===== src/rtl/pc_fetch_unit_pkg.sv =====
// Shared definitions for the instruction-fetch stage: FSM states, the NOP word and the default reset PC.
package pc_fetch_unit_pkg;

  typedef enum logic [0:0] {
    S_FETCH = 1'b0,
    S_DRAIN = 1'b1
  } fetch_state_e;

  localparam logic [31:0] NOP_INSTR        = 32'h0000_0013;
  localparam logic [31:0] DEFAULT_RESET_PC = 32'h0000_0000;

endpackage


===== src/rtl/pc_fetch_unit_pc_reg.sv =====
// Program counter register: sync reset to RESET_PC, redirect load has priority over sequential increment.
module pc_reg #(
  parameter int                    DATA_WIDTH = 32,
  parameter logic [DATA_WIDTH-1:0] RESET_PC   = '0,
  parameter int                    PC_STEP    = 4
) (
  input  logic                  clk,
  input  logic                  rst,
  input  logic                  load,
  input  logic [DATA_WIDTH-1:0] load_pc,
  input  logic                  inc,
  output logic [DATA_WIDTH-1:0] pc
);

  logic [DATA_WIDTH-1:0] pc_reg_q;

  always_ff @(posedge clk) begin
    if (rst) begin
      pc_reg_q <= RESET_PC;
    end else if (load) begin
      pc_reg_q <= load_pc;
    end else if (inc) begin
      // Natural modulo-2^W wrap at the top of the address space.
      pc_reg_q <= pc_reg_q + DATA_WIDTH'(PC_STEP);
    end
  end

  assign pc = pc_reg_q;

endmodule


===== src/rtl/pc_fetch_unit.sv =====
// Instruction-fetch stage: PC, one-outstanding imem req/ack handshake and a 1-entry output register.
// Optional feature macro: PC_ALIGN_CHECK_EN (misaligned redirect reported via if_misalign).
module pc_fetch_unit
  import pc_fetch_unit_pkg::*;
#(
  parameter int                    DATA_WIDTH = 32,
  parameter logic [DATA_WIDTH-1:0] RESET_PC   = DATA_WIDTH'(DEFAULT_RESET_PC),
  parameter int                    PC_STEP    = 4
) (
  input  logic                  clk,
  input  logic                  rst,
  input  logic                  redirect_valid,
  input  logic [DATA_WIDTH-1:0] redirect_pc,
  output logic                  imem_req,
  output logic [DATA_WIDTH-1:0] imem_addr,
  input  logic                  imem_ack,
  input  logic [DATA_WIDTH-1:0] imem_rdata,
  output logic                  if_valid,
  output logic [DATA_WIDTH-1:0] if_pc,
  output logic [DATA_WIDTH-1:0] if_instr,
  input  logic                  if_ready
`ifdef PC_ALIGN_CHECK_EN
  ,
  output logic                  if_misalign
`endif
);

  fetch_state_e          state_reg, state_next;
  logic                  pending_reg, pending_next;
  logic [DATA_WIDTH-1:0] addr_hold_reg;
  logic                  if_valid_reg, if_valid_next;
  logic [DATA_WIDTH-1:0] if_pc_reg, if_pc_next;
  logic [DATA_WIDTH-1:0] if_instr_reg, if_instr_next;
  logic [DATA_WIDTH-1:0] pc, load_pc;
  logic                  pc_inc;
  logic                  issue_ok, transfer, ack_take;
  logic                  block_fetch, fill;

  pc_reg #(
    .DATA_WIDTH(DATA_WIDTH),
    .RESET_PC  (RESET_PC),
    .PC_STEP   (PC_STEP)
  ) u_pc_reg (
    .clk    (clk),
    .rst    (rst),
    .load   (redirect_valid),
    .load_pc(load_pc),
    .inc    (pc_inc),
    .pc     (pc)
  );

  assign issue_ok = !if_valid_reg | if_ready;
  assign transfer = if_valid_reg & if_ready;

  // An outstanding request is never dropped (only rst abandons it), so pending/drain keep req asserted.
  assign imem_req = !rst & (pending_reg | (state_reg == S_DRAIN) |
                            ((state_reg == S_FETCH) & issue_ok & !redirect_valid & !block_fetch));
  // While waiting for an ack, present the address of the original request even if pc was redirected.
  assign imem_addr = pending_reg ? addr_hold_reg : pc;
  assign ack_take  = imem_req & imem_ack;

`ifdef PC_ALIGN_CHECK_EN
  logic mis_pend_reg, fill_done_reg, misalign_reg;

  assign load_pc     = redirect_pc;
  assign block_fetch = mis_pend_reg;
  assign fill        = mis_pend_reg & !fill_done_reg & (state_reg == S_FETCH) & issue_ok & !redirect_valid;
  assign if_misalign = misalign_reg;

  always_ff @(posedge clk) begin
    if (rst) begin
      mis_pend_reg  <= 1'b0;
      fill_done_reg <= 1'b0;
      misalign_reg  <= 1'b0;
    end else if (redirect_valid) begin
      mis_pend_reg  <= (redirect_pc[1:0] != 2'b00);
      fill_done_reg <= 1'b0;
      misalign_reg  <= 1'b0;
    end else if (fill) begin
      fill_done_reg <= 1'b1;
      misalign_reg  <= 1'b1;
    end else if (transfer) begin
      misalign_reg  <= 1'b0;
    end
  end
`else
  assign load_pc     = redirect_pc & ~DATA_WIDTH'(3);
  assign block_fetch = 1'b0;
  assign fill        = 1'b0;
`endif

  always_comb begin
    state_next    = state_reg;
    pending_next  = imem_req & !imem_ack;
    if_valid_next = if_valid_reg;
    if_pc_next    = if_pc_reg;
    if_instr_next = if_instr_reg;
    pc_inc        = 1'b0;
    if (redirect_valid) begin
      if_valid_next = 1'b0;
      state_next    = (pending_reg & !ack_take) ? S_DRAIN : S_FETCH;
    end else if (state_reg == S_DRAIN) begin
      if (ack_take) state_next = S_FETCH;
      if (transfer) if_valid_next = 1'b0;
    end else if (ack_take) begin
      if_valid_next = 1'b1;
      if_pc_next    = pc;
      if_instr_next = imem_rdata;
      pc_inc        = 1'b1;
    end else if (fill) begin
      if_valid_next = 1'b1;
      if_pc_next    = pc;
      if_instr_next = DATA_WIDTH'(NOP_INSTR);
    end else if (transfer) begin
      if_valid_next = 1'b0;
    end
  end

  always_ff @(posedge clk) begin
    if (rst) begin
      state_reg     <= S_FETCH;
      pending_reg   <= 1'b0;
      addr_hold_reg <= '0;
      if_valid_reg  <= 1'b0;
      if_pc_reg     <= '0;
      if_instr_reg  <= '0;
    end else begin
      state_reg     <= state_next;
      pending_reg   <= pending_next;
      addr_hold_reg <= imem_addr;
      if_valid_reg  <= if_valid_next;
      if_pc_reg     <= if_pc_next;
      if_instr_reg  <= if_instr_next;
    end
  end

  assign if_valid = if_valid_reg;
  assign if_pc    = if_pc_reg;
  assign if_instr = if_instr_reg;

endmodule


===== config.mk =====
export PLATFORM = sky130hd
export DESIGN_NAME = pc_fetch_unit
export DESIGN_NICKNAME = d
export VERILOG_FILES = /design/src/rtl/pc_fetch_unit_pkg.sv /design/src/rtl/pc_fetch_unit_pc_reg.sv /design/src/rtl/pc_fetch_unit.sv
export SDC_FILE = /design/constraint.sdc
export NUM_CORES = 1
export LEC_CHECK = 0
export BUFFER_PORTS_ARGS = -buffer_cell sky130_fd_sc_hd__buf_2
export CORE_MARGIN = 2
export CORE_UTILIZATION = 35
export CTS_BUF_LIST = sky130_fd_sc_hd__clkbuf_8 sky130_fd_sc_hd__clkbuf_16
export CTS_CLUSTER_SIZE = 10
export DETAILED_ROUTE_END_ITERATION = 10
export PLACE_DENSITY_LB_ADDON = 0.05
export SKIP_CTS_REPAIR_TIMING = 1
export SLEW_MARGIN = 10
export SYNTH_ARGS = -nofsm -noshare
export SYNTH_HDL_FRONTEND = slang
export SYNTH_SLANG_ARGS = --single-unit

===== constraint.sdc =====
create_clock -name clk -period 3 [get_ports clk]
set_clock_uncertainty 0.05 [all_clocks]
set_input_delay 0.15 -clock clk [delete_from_list [all_inputs] [get_ports clk]]
set_output_delay 0.15 -clock clk [all_outputs]
set_load 0.005 [all_outputs]

==> results by group <==
Hold path
  • Worst min-delay path class: input pin to flip-flop
  • Hold path startpoint: redirect_pc[20]

Pwr
  • Net Sw Frac: 0.226
  • Reg power frac: 0.411
  • Static leakage: 3.09 nW
  • Switching power: 1.00 mW
  • Power per cell area: slightly below 600 nW/um^2
  • Clk network pwr share: 0.500
  • Worst vdd ir: between 500 and 600 uV
  • Comb power frac: 0.090
  • Power Internal: 3.43 mW

Logic synthesis
  • Synth warnings: 0
  • EDFF count, synth: 0
  • Primary FF master, synth: dfxtp_1
  • Area contributors post-synth: dfxtp_1 (47%), nand2_1 (9.9%), a21oi_1 (6.0%), mux2_2 (5.7%), nor2b_1 (3.7%)
  • Sequential-to-total area share from yosys stat: 0.474
  • Synth area leader: dfxtp_1
  • Mapped Cells: between 600 and 700
  • Synth Register Bits: between 100 and 150
  • Synth cell types: 56
  • Mapped cell area: ~5400 um^2
  • Ys async rst share: 0
  • Post-synth top area share: 0.474
  • Synthesized area per cell: approximately 8.6 um^2

Die
  • Row count: between 40 and 50
  • Die Ht: between 100 and 150 um
  • # IOs: between 150 and 200
  • Die width: around 130 um
  • Total Die Area: 16300 um^2
  • Core area: between 15000 and 20000 um^2
  • Starting density of the core: 0.355

Status
  • Failing checks: hold timing
  • Outcome: complete, but fails checks

Detailed routing
  • Via count: between 5k and 6k
  • Routed Antenna Nets: 0
  • Post-route DRC violation count: 0
  • DRT Wirelength: around 15000 um
  • Mean routed wirelength per cell: 15.0 um
  • First-pass DRT Iterations: 5
  • Via density: between 4 and 5
  • First DRT Iteration DRCs: about 240

Timing
  • Final hold violation count: 4
  • Worst slew pin tran: between 0.8 and 0.9 ns
  • Crit path time final: 2.55 ns
  • Max_slew headroom: 0.422
  • Final setup fails: 0
  • RSZ-0062 raised after global routing: no
  • Worst hold slack: -0.0329 ns
  • Slew Viols, Final: 0
  • F_max: around 0.39 GHz
  • Fin Setup TNS: 0 ns
  • Fin crit share: 0.849

GRT
  • Gr usage total: 0.182
  • Vias in the first global route: ~4.5k
  • First-pass GRT wire length: 23000 um
  • GRT Residual Overflow: 0
  • Largest net degree at the start of global routing: slightly below 80
  • Initial antenna violation count: 0

Finish
  • Sequential Area: 2540 um^2
  • Synthesis-to-layout area growth: 39.4%
  • Nets@finish: roughly 890
  • Fill count: ~1.5k
  • Multi-input gate area: 2570 um^2
  • Antenna Cells: 0
  • Ratio of cells with drive above 1 in the final layout: 0.291

Placed design
  • Port bufs: roughly 160
  • GPL Wtd Cong: 0.826
  • DP HPWL: roughly 10000 um

Clock tree
  • Clock insertion delay at the later pin of the skew report: between 0.4 and 0.5 ns
  • CTS H-Tree Depth: 4
  • CTS Sinks: 127
  • Number of CTS-inserted buffers: 17
  • Clk root buf: clkbuf_16
  • CTS tree: built
  • Clock buffer depth: 2
  • Clk slew on worst S/H paths: ~0.06 ns

Setup path
  • Critical Path End: if_instr[31]$_SDFFE_PP0P_
  • R2r worst-path depth: 6
  • Reg-to-reg startpoint: state_reg$_SDFF_PP0_
  • Crit path kind: input pin to flip-flop
  • WP data required: between 3 and 4 ns
  • Setup crit start: imem_ack
  • Startpoint Class: input pin
  • Crit path arrival time: between 2 and 3 ns
  • Worst Path Max Fanout: 43
  • Flop2flop setup slack: 0.46 ns
  • Setup crit end kind: flip-flop
  • Reg2reg end: if_instr[31]$_SDFFE_PP0P_

Job
  • Max cap viols: 0
-- metrics by stage --
stage	utilization	instances	total power [mW]	worst slack, ns	cell area, um^2
2_1_floorplan	-	626	2.04	0.839	5370
3_3_place_gp	0.416	937	2.19	0.424	6280
3_5_place_dp	0.416	937	2.20	0.376	6280
4_1_cts	0.459	969	4.44	0.412	6920
5_1_grt	0.495	1024	4.60	0.166	7470
6_report	0.495	1024	4.43	0.454	7470
-- cell usage after synthesis, types with 2 or more instances --
| library cell | instances |
|---|---|
| o31ai_1 | 2 |
| buf_4 | 3 |
| nor2_1 | 29 |
| or2_2 | 4 |
| nor2b_1 | 32 |
| mux2_2 | 27 |
| a211oi_1 | 14 |
| nand2_1 | 142 |
| dfxtp_1 | 127 |
| a21oi_1 | 64 |
| buf_6 | 2 |
| and3_1 | 3 |
| inv_1 | 7 |
| nor4b_1 | 8 |
| and4_1 | 4 |
| buf_2 | 3 |
| nor4_1 | 8 |
| buf_1 | 3 |
| clkbuf_1 | 35 |
| o211a_1 | 2 |
| nor3_1 | 7 |
| nand4_1 | 6 |
| xnor2_1 | 9 |
| xor2_1 | 3 |
| nor3b_1 | 4 |
| a211o_1 | 2 |
| or3_1 | 3 |
| a311oi_1 | 7 |
| o211ai_1 | 3 |
| a2111oi_0 | 5 |
| and2_1 | 2 |
| mux2i_1 | 4 |
| nand3_1 | 17 |
| o21ai_0 | 8 |
| or4_1 | 5 |
-- worst min-delay path by stage --
stage,cells after the start,endpoint
floorplan,1,pending_reg$_SDFF_PP0_
global placement,2,pending_reg$_SDFF_PP0_
detailed placement,2,pending_reg$_SDFF_PP0_
CTS,2,pending_reg$_SDFF_PP0_
global route,3,u_pc_reg.pc[20]$_SDFFE_PP0P_
finish,3,u_pc_reg.pc[20]$_SDFFE_PP0P_
-- placed cells by master, fill, tap and decap left out, types with 3 or more instances in the layout --
master,n
or3_1,3
nand2_1,142
o21ai_0,8
clkbuf_16,17
a311oi_1,7
or4_1,5
mux2_2,27
nor3b_1,4
buf_4,10
bufinv_16,4
nor4_1,8
a211oi_1,14
o211ai_1,3
or2_2,4
nor3_1,7
and4_1,4
xor2_1,3
nor2_1,29
inv_1,9
clkbuf_8,4
mux2i_1,4
a21oi_1,64
buf_2,161
nand4_1,6
xnor2_1,9
and3_1,3
dfxtp_1,126
nor4b_1,8
a2111oi_0,5
nor2b_1,32
nand3_1,16
dlygate4sd3_1,55
clkinvlp_4,4
-- final cells by class --
type,count,area share
inverter,7,0.00352
timing repair buffer,227,0.194
multi-input combinational,443,0.344
tap,188,0.0315
sequential,127,0.340
clock inverter,11,0.0218
clock buffer,21,0.0643
-- per-layer routing --
layer,vias to the layer above,track usage,wire length [um]
met5,-,0,0
met4,0,0.0847,270
met3,19,0.0459,711
met2,135,0.294,7190
met1,2359,0.229,7230
li1,2563,-,-
-- power by group through the flow --
stage / clock (mW) / combinational (mW) / sequential, mW
finish: 2.22 / 0.398 / 1.82
global route: 2.33 / 0.440 / 1.83
CTS: 2.27 / 0.347 / 1.82
detailed placement: 0 / 0.345 / 1.86
global placement: 0 / 0.340 / 1.85
floorplan: 0 / 0.212 / 1.83
-- critical path, stage by stage --
cell and delay, ns:
dlygate4sd3_1 0.55, buf_2 0.15, nand2b_1 0.08, or2_2 0.40, nor3_4 0.69, buf_4 0.54
nand2_1 0.11, a21oi_1 0.14
-- cells by family (layout without fill, tap and decap cells) --
| group | Yosys count | after routing | share of synthesized area |
|---|---|---|---|
| compound gates | 114 | 114 | 0.131 |
| xor+xnor | 12 | 12 | 0.0196 |
| fa+ha+maj | 1 | 1 | 0.00233 |
| buf+inv | 56 | 266 | 0.0488 |
| flops | 127 | 127 | 0.474 |
| mux | 31 | 31 | 0.0641 |
| other cells | 1 | 2 | 0.000699 |
| simple gates | 283 | 283 | 0.260 |
Note: power is estimated with default switching activity, not from simulation.
